### config.mk
export PLATFORM = sky130hd
export DESIGN_NAME = screen_sequencer
export DESIGN_NICKNAME = d
export VERILOG_FILES = /design/src/rtl/game_pkg.sv /design/src/rtl/rise_detect.sv /design/src/rtl/screen_sequencer.sv
export SDC_FILE = /design/constraint.sdc
export NUM_CORES = 1
export LEC_CHECK = 0
export CAP_MARGIN = 0
export CORE_MARGIN = 4
export CORE_UTILIZATION = 58
export CTS_BUF_LIST = sky130_fd_sc_hd__clkbuf_2 sky130_fd_sc_hd__clkbuf_4 sky130_fd_sc_hd__clkbuf_8
export CTS_CLUSTER_DIAMETER = 100
export CTS_CLUSTER_SIZE = 25
export DETAILED_ROUTE_END_ITERATION = 10
export GPL_TIMING_DRIVEN = 0
export PLACE_DENSITY_LB_ADDON = 0.2
export SLEW_MARGIN = 30
export SYNTH_ARGS = -nofsm -noshare
export SYNTH_HDL_FRONTEND = slang
export SYNTH_HIERARCHICAL = 1
export SYNTH_SLANG_ARGS = --single-unit
### constraint.sdc
create_clock -name clk -period 2.45 [get_ports clk]
set_input_delay 0.245 -clock clk [delete_from_list [all_inputs] [get_ports clk]]
set_output_delay 0.245 -clock clk [all_outputs]
set_load 0.1 [all_outputs]
### src/rtl/game_pkg.sv
// rtl/game_pkg.sv - shared screen-state enum, match defaults and score helper
package game_pkg;

    typedef enum logic [2:0] {
        START   = 3'd0,
        SHOOTER = 3'd1,
        KEEPER  = 3'd2,
        WINNER  = 3'd3,
        LOSER   = 3'd4
    } g_state;

    localparam int ROUNDS_DEFAULT     = 5;
    localparam int END_FRAMES_DEFAULT = 300;

    // Score counters stick at 15 rather than wrapping.
    function automatic logic [3:0] sat_inc4(input logic [3:0] v);
        return (v == 4'd15) ? v : v + 4'd1;
    endfunction

endpackage

### src/rtl/rise_detect.sv
// rtl/rise_detect.sv - 1-bit registered rising-edge detector
// Ports: clk, rst (sync, active-high), d (level in), rise (high while d=1 and d was 0 last cycle)
module rise_detect (
    input  logic clk,
    input  logic rst,
    input  logic d,
    output logic rise
);

    logic d_q;
    logic d_d;

    always_comb begin
        d_d = d;
    end

    always_ff @(posedge clk) begin
        if (rst) begin
            d_q <= 1'b0;
        end else begin
            d_q <= d_d;
        end
    end

    assign rise = d & ~d_q;

endmodule

### src/rtl/screen_sequencer.sv
// rtl/screen_sequencer.sv - penalty-match screen sequencer with frame-aligned state changes
// Ports: clk, rst (sync, active-high), vblnk (frame tick on its rise), btn_start (level),
//        round_done/player_scored (shot result), game_state, player_score, cpu_score,
//        round_idx, state_changed (one-cycle pulse when game_state updates)
module screen_sequencer
    import game_pkg::*;
#(
    parameter int ROUNDS     = ROUNDS_DEFAULT,
    parameter int END_FRAMES = END_FRAMES_DEFAULT
) (
    input  logic       clk,
    input  logic       rst,
    input  logic       vblnk,
    input  logic       btn_start,
    input  logic       round_done,
    input  logic       player_scored,
    output g_state     game_state,
    output logic [3:0] player_score,
    output logic [3:0] cpu_score,
    output logic [3:0] round_idx,
    output logic       state_changed
);

    localparam logic [3:0] LAST_ROUND = 4'(2 * ROUNDS);
    localparam logic [9:0] END_CNT    = 10'(END_FRAMES);

    logic frame_tick;
    logic btn_rise;

    rise_detect u_vblnk_rise (
        .clk  (clk),
        .rst  (rst),
        .d    (vblnk),
        .rise (frame_tick)
    );

    rise_detect u_btn_rise (
        .clk  (clk),
        .rst  (rst),
        .d    (btn_start),
        .rise (btn_rise)
    );

    g_state     state_q, state_d;
    g_state     pend_state_q, pend_state_d;
    logic       pending_q, pending_d;
    logic [3:0] p_score_q, p_score_d;
    logic [3:0] c_score_q, c_score_d;
    logic [3:0] round_q, round_d;
    logic [9:0] frame_cnt_q, frame_cnt_d;
    logic       changed_q, changed_d;

    logic [3:0] round_inc;
    logic [3:0] c_score_new;
    logic [9:0] cnt_inc;

    always_ff @(posedge clk) begin
        if (rst) begin
            state_q      <= START;
            pend_state_q <= START;
            pending_q    <= 1'b0;
            p_score_q    <= 4'd0;
            c_score_q    <= 4'd0;
            round_q      <= 4'd0;
            frame_cnt_q  <= 10'd0;
            changed_q    <= 1'b0;
        end else begin
            state_q      <= state_d;
            pend_state_q <= pend_state_d;
            pending_q    <= pending_d;
            p_score_q    <= p_score_d;
            c_score_q    <= c_score_d;
            round_q      <= round_d;
            frame_cnt_q  <= frame_cnt_d;
            changed_q    <= changed_d;
        end
    end

    always_comb begin
        state_d      = state_q;
        pend_state_d = pend_state_q;
        pending_d    = pending_q;
        p_score_d    = p_score_q;
        c_score_d    = c_score_q;
        round_d      = round_q;
        frame_cnt_d  = frame_cnt_q;
        changed_d    = 1'b0;

        round_inc   = (round_q >= LAST_ROUND) ? LAST_ROUND : round_q + 4'd1;
        c_score_new = player_scored ? c_score_q : sat_inc4(c_score_q);
        cnt_inc     = frame_cnt_q + 10'd1;

        if (pending_q) begin
            // While a decision waits for the frame boundary, every new event is
            // dropped so the pended screen can never be overwritten.
            if (frame_tick) begin
                state_d   = pend_state_q;
                pending_d = 1'b0;
                changed_d = 1'b1;
                if (pend_state_q == WINNER || pend_state_q == LOSER) begin
                    frame_cnt_d = 10'd0;
                end
            end
        end else begin
            case (state_q)
                START: begin
                    if (btn_rise) begin
                        pending_d    = 1'b1;
                        pend_state_d = SHOOTER;
                        p_score_d    = 4'd0;
                        c_score_d    = 4'd0;
                        round_d      = 4'd0;
                    end
                end
                SHOOTER: begin
                    if (round_done) begin
                        if (player_scored) begin
                            p_score_d = sat_inc4(p_score_q);
                        end
                        round_d      = round_inc;
                        pending_d    = 1'b1;
                        pend_state_d = KEEPER;
                    end
                end
                KEEPER: begin
                    if (round_done) begin
                        c_score_d = c_score_new;
                        round_d   = round_inc;
                        pending_d = 1'b1;
                        // The final verdict includes this shot; a tie goes to the CPU.
                        if (round_inc >= LAST_ROUND) begin
                            pend_state_d = (p_score_q > c_score_new) ? WINNER : LOSER;
                        end else begin
                            pend_state_d = SHOOTER;
                        end
                    end
                end
                WINNER, LOSER: begin
                    if (btn_rise) begin
                        pending_d    = 1'b1;
                        pend_state_d = START;
                    end else if (frame_tick) begin
                        frame_cnt_d = cnt_inc;
                        if (cnt_inc >= END_CNT) begin
                            pending_d    = 1'b1;
                            pend_state_d = START;
                        end
                    end
                end
                default: begin
                    pending_d    = 1'b1;
                    pend_state_d = START;
                end
            endcase
        end
    end

    assign game_state    = state_q;
    assign player_score  = p_score_q;
    assign cpu_score     = c_score_q;
    assign round_idx     = round_q;
    assign state_changed = changed_q;

endmodule

## After elaboration in Yosys (flattened, before gate mapping)

Index checks and enable logic that the tools add are counted.

| word-level totals | value |
|---|---|
| flip-flop bits (word level) | 32 |
| latch bits | 0 |
| bits in writable memories | 0 |
| bits in read-only memories | 0 |
| output and inout bits | 16 |
| word-level logic and storage cells | 93 |
| memories kept | 0 |

| cells by class | value |
|---|---|
| add/sub/neg operators | 4 |
| $mul | 0 |
| div/mod/pow operators | 0 |
| $lt $le $gt $ge | 4 |
| equal/unequal tests | 19 |
| shift-type cells | 0 |
| multiplexer cells | 36 |
| bitwise logic cells | 5 |
| reductions and logical operators | 15 |

Operators with widths:

| operator | number |
|---|---|
| $mux 10 | 6 |
| $mux 4 | 9 |
| $mux 3 | 8 |
| $pmux 4 s2 | 3 |
| $add 4x1->4 const B | 3 |
| $ne 2x2->1 const B | 6 |
| $pmux 3 s4 | 1 |
| $reduce_and 6->1 | 2 |
| $add 10x1->10 const B | 1 |
| $ge 10x9->1 const B | 1 |
| $eq 3x2->1 const B | 3 |
| $eq 4x4->1 const B | 2 |
| $ge 4x4->1 const B | 2 |
| $mux 1 | 8 |
| $reduce_and 4->1 | 2 |
| $reduce_bool 2->1 | 4 |
| $eq 3x3->1 const B | 2 |
| $ne 2x1->1 const B | 3 |
| $ne 3x3->1 const B | 2 |
| $reduce_or 2->1 | 3 |
| $reduce_and 5->1 | 1 |
| $gt 4x4->1 | 1 |
| $eq 3x1->1 const B | 1 |
| $logic_not 3->1 | 1 |
| other kinds (5) | 8 |

## Depth between registers and ports, before layout

Gate-level depths: netlist (run 1).

| depth | value |
|---|---|
| depth after elaboration | 8 |
| mapped depth | 11 |
| depth with buffers taken out | 11 |

## By module

The synthesis (run 1) kept the hierarchy.

By module, submodules not included:

| module | instances | cells an instance | area an instance (µm²) |
|---|---|---|---|
| screen_sequencer | 1 | 233 | 1869.3 |
| rise_detect | 2 | 3 | 47.5 |

## Least setup slack after synthesis (run 1)

No wires, ideal clock.

| timing path | value |
|---|---|
| path kind | register to register |
| from | register c_score_q[0], in the netlist cpu_score[0] |
| to | register pend_state_q[1] |
| arrival time | 2.799 ns |
| data required time | 2.384 ns |
| path slack | -0.415 ns |
| cell stages (with the launch flop) | 11 |
| buffers on the path | 0 |
| cell sequence | dfxtp_1 -> ha_1 -> a31oi_1 -> mux2i_1 -> ha_1 -> nor2b_1 -> o21bai_1 -> o2bb2ai_1 -> o31ai_1 -> nand4_1 -> a21oi_2 |

| between the ends | value |
|---|---|
| longest elaborated chain between the ends | 8 |
| elaborated cells on any way between the ends | 9 |

RTL lines:

| item | line | source |
|---|---|---|
| from (decl) | screen_sequencer.sv:48 | `logic [3:0] c_score_q, c_score_d;` |
| from (signal assigned) | screen_sequencer.sv:72 | `c_score_q <= c_score_d;` |
| $add 4x1->4 or $eq 4x4->1 (tied branches) | game_pkg.sv:17 | `return (v == 4'd15) ? v : v + 4'd1;` |
| $mux 4 | game_pkg.sv:17 |  |
| $mux 4 (*) | screen_sequencer.sv:90 | `c_score_new = player_scored ? c_score_q : sat_inc4(c_score_q);` |
| $gt 4x4->1 (*) | screen_sequencer.sv:132 | `pend_state_d = (p_score_q > c_score_new) ? WINNER : LOSER;` |
| $mux 3 (*) | screen_sequencer.sv:132 |  |
| $mux 3 (*) | screen_sequencer.sv:131 | `if (round_inc >= LAST_ROUND) begin` |
| $mux 3 (*) | screen_sequencer.sv:126 | `if (round_done) begin` |
| $pmux 3 s4 (*) | screen_sequencer.sv:105 | `case (state_q)` |
| to (signal assigned) | screen_sequencer.sv:69 | `pend_state_q <= pend_state_d;` |
| to (decl) | screen_sequencer.sv:45 | `g_state pend_state_q, pend_state_d;` |

Every way passes the cells marked *; elsewhere a longest branch is shown, timed or not. The select of a mux whose other input is x is not followed.
A chain may end at the register's enable or synchronous reset.

## Final worst setup path (run 1)

| timing path | value |
|---|---|
| from | register c_score_q[0], in the netlist cpu_score[0] |
| to | register pend_state_q[2] |

Same word-level chain as after synthesis.

==> results.py, run 1 <==
metrics = {
    "die": {
        "fp.dieW_um": 66.2,
        "num_io_pins": 22,
        "start_util": 0.623,
        "rows": 20,
        "die_y_um": 66.2,
        "coreArea_mm2": 0.00315,
        "dieArea_mm2": 0.00438,
    },
    "final_layout": {
        "nets": 283,
        "final_cell_count_no_fill": 312,
        "post-route-util": 0.740,
        "syn2layout_area_growth_pct": 18.7,
        "diodes": 0,
        "fillCellCount": 260,
        "drive_above_1_share": 0.149,
    },
    "global_routing": {
        "grt_pass1_vias": 1704,
        "grt_pass1_wl_um": 7780,
        "grt_usage": 0.232,
        "antenna_found_initial": 0,
        "grt_max_degree": 11,
        "grt_overflow": 0,
    },
    "critical_path": {
        "end_kind": "flip-flop",
        "worst-r2r-setup-slack_ns": 0.19,
        "cp-startpoint": "cpu_score[0]",
        "timing.rr.start": "cpu_score[0]",
        "cp.arrival_ns": 2.51,
        "path_cells": "ha_2 -> a31oi_4 -> mux2i_2 -> ha_1 -> nor2b_1 -> o21bai_1 -> o2bb2ai_1 -> nand2b_1 -> o41ai_1",
        "cp_slowest_cell": "dfxtp_2",
        "worstPathRequired_ns": 2.70,
        "cp_slowest_stage_delay_ns": 0.36,
        "startpoint_type": "flip-flop",
        "crit_path_max_fanout": 6,
        "worstSetupPathType": "flip-flop to flip-flop",
    },
    "clock_tree": {
        "postCtsHoldBufs": 0,
        "cts_buffer_depth": 2,
        "root_buffer": "clkbuf_4",
        "cts_tree": "built",
        "worst_skew_pair.late_latency_ns": 0.35,
        "clkTransAtPathRegs_ns": 0.10,
        "h-tree-depth": 2,
        "cts_buffers": 5,
        "cts.sinks": 32,
    },
    "sta": {
        "finalClockSkew_ns": 0.00922,
        "tightest_slew_ns": 0.986,
        "setup_violations": 0,
        "holdWs_ns": 0.481,
        "grt_setup_unrepaired": "no",
        "period_needed_ns": 2.26,
        "tns_ns": 0,
        "drv_slew": 0,
        "hold_viol_final": 0,
        "period_share": 0.922,
        "fmax_mhz": 443,
        "slew_headroom": 0.341,
    },
    "routing": {
        "dr.pass1.iters": 4,
        "drtIter0Drc": 87,
        "drc_errors": 0,
        "routedWlPerCell_um": 14.4,
        "postRouteAntennaNets": 0,
        "routed_via_density": 6.04,
        "vias": 1883,
        "wirelength_um": 4500,
    },
    "yosys": {
        "syn_nets": 254,
        "synth_edf_count": 0,
        "netlist_top_cells_count": "32 x dfxtp_1, 29 x nor2_1, 21 x a21oi_1, 14 x nand2_1, 12 x o21ai_0",
        "yosys.area.top_type": "dfxtp_1",
        "ys_seq_area_frac": 0.326,
        "syn_area_mm2": 0.00196,
        "syn_inst": 239,
        "ys.flop_type": "dfxtp_1",
        "synthMostInstantiatedCell": "dfxtp_1",
        "synth-seq-cells": 32,
        "async_reset_ff_frac": 0,
        "netlist_top_cells_area": "dfxtp_1 33%, ha_1 5.7%, nor2_1 5.5%",
        "yosys.cell_types.count": 56,
        "yosys_warnings": 6,
        "synth_top_area_frac": 0.326,
        "syn_area_per_cell_um2": 8.22,
    },
    "power": {
        "power_mw": 1.01,
        "powerDensity_mw_per_mm2": 433,
        "ir_worst_vdd_uv": 374,
        "p_leak_nw": 0.809,
    },
    "min_path": {
        "worstHoldPathType": "input port to flip-flop",
        "hold_start": "vblnk",
    },
    "placement": {
        "placed_cells": 304,
        "hpwl_um": 3250,
        "place.gp.congestion": 0.900,
        "port_buffers": 21,
    },
    "run": {
        "maxCapViolCount": 0,
    },
    "run_status": {
        "status": "completed",
    },
}
## through the flow
step                      instance area, µm²  setup WS (ns)
after floorplan                         1980         0.0182
after global placement                  2240        -0.0791
after detailed placement                2240         -0.109
after CTS                               2310         0.0333
after global routing                    2330         0.0138
final                                   2330          0.191
## per-layer routing
layer | up-vias | global-route usage | part of all wire
met3 | 12 | 0.0561 | 0.056
met1 | 882 | 0.305 | 0.46
met5 | - | 0 | 0
met4 | 0 | 0.0964 | 0.019
met2 | 61 | 0.363 | 0.46
li1 | 928 | - | -
## placed cells by master, fill, tap and decap left out, types with 4 or more instances in the layout
cell type	netlist	final
nand4_1	4	4
buf_2	5	5
nand2b_1	4	4
nand2_1	14	14
nor2b_1	4	4
nand3_1	11	11
nor2b_4	4	4
a21oi_1	21	21
o21ai_0	12	11
dfxtp_1	32	26
xnor2_1	4	4
clkbuf_4	0	5
nand3b_1	6	6
ha_1	9	8
clkdlybuf4s50_1	0	21
clkbuf_1	6	5
a31oi_1	5	4
nor2_1	29	29
dfxtp_2	0	6
inv_1	7	7
## worst max-delay path: cells and delay by family (launching register included)
kind / cells / cell delay [ns]
compound gates: 4 / 0.78
fa+ha+maj: 2 / 0.49
flops: 1 / 0.36
simple gates: 2 / 0.27
mux: 1 / 0.26
## final timing paths
| path | depth (start not counted) | to |
|---|---|---|
| setup / recovery | 9 | pend_state_q[2] |
| hold / removal | 2 | u_vblnk_rise/d_q |
| setup reg to reg | 9 | pend_state_q[2] |
| hold reg to reg | 2 | frame_cnt_q[9] |
## state kept, by name, summed over array words and instances (netlist names)
register	cells
cpu_score	4
state_changed	1
u_vblnk_rise/d_q	1
pending_q	1
player_score	4
pend_state_q	3
u_btn_rise/d_q	1
round_idx	4
frame_cnt_q	10
game_state	3
## cell families after synthesis
group / count (synthesis) / share of synthesized area
AOI/OAI and AO/OA: 66 / 0.222
xor gates and xnor gates: 7 / 0.0312
adders and majority gates: 9 / 0.0573
buffers and inverters: 20 / 0.0433
DFF: 32 / 0.326
muxes: 7 / 0.0382
and+or+nand+nor: 98 / 0.282
## area by class of cell
class / count / area (µm²) / area share
Clock buffer: 7 / 65.1 / 0.0279
Timing Repair Buffer: 22 / 218 / 0.0933
Inverter: 8 / 30.0 / 0.0129
Buffer: 12 / 56.3 / 0.0241
Multi-Input combinational cell: 187 / 1260 / 0.540
Sequential cell: 32 / 648 / 0.278
Tap cell: 44 / 55.1 / 0.0236
## report_power, final
part           switching (mW)  internal (mW)
Sequential            0.00790          0.527
Clock                   0.186          0.163
Combinational          0.0780         0.0473
## what timing repair did
action,in CTS,in global routing
gates resized for setup,0,6
endpoints found under the setup margin,0,4
endpoints found under the hold margin,0,0
buffers inserted,0,1
No activity file was read; power rests on OpenSTA's default activity.
==> run 2: changes to the inputs <==
--- a/config.mk
+++ b/config.mk
@@ -5,15 +5,19 @@
 export SDC_FILE = /design/constraint.sdc
 export NUM_CORES = 1
 export LEC_CHECK = 0
+export ABC_AREA = 1
 export CAP_MARGIN = 0
+export CELL_PAD_IN_SITES_DETAIL_PLACEMENT = 0
+export CELL_PAD_IN_SITES_GLOBAL_PLACEMENT = 1
 export CORE_MARGIN = 4
-export CORE_UTILIZATION = 58
+export CORE_UTILIZATION = 41
 export CTS_BUF_LIST = sky130_fd_sc_hd__clkbuf_2 sky130_fd_sc_hd__clkbuf_4 sky130_fd_sc_hd__clkbuf_8
 export CTS_CLUSTER_DIAMETER = 100
 export CTS_CLUSTER_SIZE = 25
 export DETAILED_ROUTE_END_ITERATION = 10
 export GPL_TIMING_DRIVEN = 0
 export PLACE_DENSITY_LB_ADDON = 0.2
+export SKIP_CTS_REPAIR_TIMING = 1
 export SLEW_MARGIN = 30
 export SYNTH_ARGS = -nofsm -noshare
 export SYNTH_HDL_FRONTEND = slang
==> results.py, run 2 <==
metrics = {
    "run_status": {
        "status": "completed",
    },
    "clock_tree": {
        "root_buffer": "clkbuf_8",
        "cts_buffers": 5,
        "h-tree-depth": 2,
        "clkTransAtPathRegs_ns": 0.07,
        "cts_buffer_depth": 2,
        "cts_tree": "built",
        "cts.sinks": 32,
        "worst_skew_pair.late_latency_ns": 0.29,
    },
    "critical_path": {
        "path_cells": "clkdlybuf4s50_1",
        "crit_buf_inv": 1,
        "crit_path_max_fanout": 8,
        "worstPathRequired_ns": 2.20,
        "reg2reg_to": "pend_state_q[0]",
        "cp_slowest_cell": "clkdlybuf4s50_1",
        "cp_top_family": "buffers and inverters",
        "crit_cells": 1,
        "cp_slowest_stage_delay_ns": 1.20,
        "startpoint_type": "flip-flop",
        "end_kind": "output pin",
        "cp.arrival_ns": 1.99,
        "endpoint": "game_state[1]",
        "reg2reg_depth": 11,
        "worstSetupPathType": "flip-flop to output pin",
        "worst-r2r-setup-slack_ns": 0.22,
        "timing.rr.start": "cpu_score[0]",
        "cp-startpoint": "game_state[1]",
    },
    "placement": {
        "dpl_cell_area_mm2": 0.00217,
        "hpwl_um": 3160,
        "place.gp.congestion": 0.793,
        "port_buffers": 21,
        "dp_slack_ns": -0.109,
        "placed_cells": 348,
    },
    "global_routing": {
        "grt_pass1_wl_um": 7560,
        "grt_pass1_vias": 1689,
        "grt_usage": 0.154,
        "grt_overflow": 0,
        "antenna_found_initial": 0,
        "grt_max_degree": 11,
    },
    "routing": {
        "dr.pass1.iters": 4,
        "postRouteAntennaNets": 0,
        "routedWlPerCell_um": 11.5,
        "vias": 1771,
        "routed_via_density": 4.99,
        "drc_errors": 0,
        "drtIter0Drc": 68,
        "wirelength_um": 4090,
    },
    "sta": {
        "hold_viol_final": 0,
        "grt_setup_unrepaired": "no",
        "fmax_mhz": 446,
        "drv_slew": 0,
        "finalClockSkew_ns": 0.00738,
        "tightest_slew_ns": 0.970,
        "slew_headroom": 0.351,
        "setup_ws_ns": 0.210,
        "setup_violations": 0,
        "period_share": 0.914,
        "period_needed_ns": 2.24,
        "holdWs_ns": 0.478,
    },
    "die": {
        "fp.dieW_um": 75.9,
        "dieArea_mm2": 0.00576,
        "num_io_pins": 22,
        "die_y_um": 75.9,
        "coreArea_mm2": 0.00441,
        "rows": 24,
        "start_util": 0.429,
    },
    "yosys": {
        "yosys.area.top_type": "dfxtp_1",
        "syn_area_per_cell_um2": 6.88,
        "yosys.cell_types.count": 35,
        "synth_edf_count": 0,
        "syn_nets": 290,
        "netlist_top_cells_area": "dfxtp_1 34%, nand2_1 13%, inv_1 6.9%",
        "syn_area_mm2": 0.00189,
        "synth_top_area_frac": 0.339,
        "syn_inst": 275,
        "async_reset_ff_frac": 0,
        "ys_seq_area_frac": 0.339,
        "yosys_warnings": 6,
        "netlist_top_cells_count": "66 x nand2_1, 35 x inv_1, 32 x dfxtp_1, 27 x nor2_1, 24 x a21oi_1",
        "synthMostInstantiatedCell": "nand2_1",
        "ys.flop_type": "dfxtp_1",
        "synth-seq-cells": 32,
    },
    "min_path": {
        "hold_path_depth": 2,
        "worstHoldPathType": "flip-flop to flip-flop",
    },
    "final_layout": {
        "fin_area_mm2": 0.00227,
        "final_cell_count_no_fill": 355,
        "drive_above_1_share": 0.139,
        "layout_commonest_cell": "nand2_1",
        "regMostFlops": "frame_cnt_q",
        "largest_register_ffs": 10,
        "nets": 318,
        "mostFrequentLayoutCells": "66 x nand2_1, 35 x inv_1, 28 x dfxtp_1",
        "diodes": 0,
        "syn2layout_area_growth_pct": 20.2,
    },
    "power": {
        "powerDensity_mw_per_mm2": 540,
        "power_mw": 1.23,
        "p_leak_nw": 0.984,
        "ir_worst_vdd_uv": 420,
    },
    "run": {
        "maxCapViolCount": 0,
    },
}
run 2: cell types whose count changed in the layout (fill, tap and decap cells not counted), sizes merged, moves of 6 or more:
cell,before,now
buf,7,1
nand3,11,20
nor2,29,35
nand2,15,72
nor2b,8,0
inv,8,42
run 2: routing by layer:
layer	vias up	global-route usage	wire length (µm)	share of wire
met3	7	0.0332	153	0.037
li1	941	-	-	-
met5	-	0	0	0
met1	800	0.207	2010	0.49
met4	0	0.0587	70	0.017
met2	23	0.240	1860	0.46
run 2: worst min path at each step:
stage | startpoint | end | slack, ns
floorplan | rst | u_btn_rise/d_q | 0.32
global placement | frame_cnt_q[9] | frame_cnt_q[9] | 0.47
detailed placement | frame_cnt_q[9] | frame_cnt_q[9] | 0.47
CTS | frame_cnt_q[9] | frame_cnt_q[9] | 0.48
global route | frame_cnt_q[8] | frame_cnt_q[8] | 0.52
finish | frame_cnt_q[9] | frame_cnt_q[9] | 0.48
run 2: power by group:
part	switching (mW)	internal, mW
Clock	0.198	0.250
Combinational	0.161	0.0636
Sequential	0.0161	0.539
run 2: kinds of logic (layout without fill, tap and decap cells):
group	after synthesis	count (layout)	share of synthesized area
simple gates	136	136	0.336
buf+inv	46	74	0.0946
compound gates	45	45	0.138
flops	32	32	0.339
fa+ha+maj	9	9	0.0595
xor+xnor	6	6	0.0278
mux	1	1	0.00529
run 2: stage by stage:
step | TNS, ns | util
2_1_floorplan | 0 | -
3_3_place_gp | -0.325 | 0.492
3_5_place_dp | -0.289 | 0.492
4_1_cts | 0 | 0.514
5_1_grt | 0 | 0.515
6_report | 0 | 0.515
run 2: final cells by class:
type,count,area (µm²)
Buffer,3,12.5
Inverter,43,166
Sequential cell,32,646
Fill cell,487,2140
Tap cell,52,65.1
Timing Repair Buffer,21,210
Multi-Input combinational cell,197,1080
Clock buffer,7,96.3
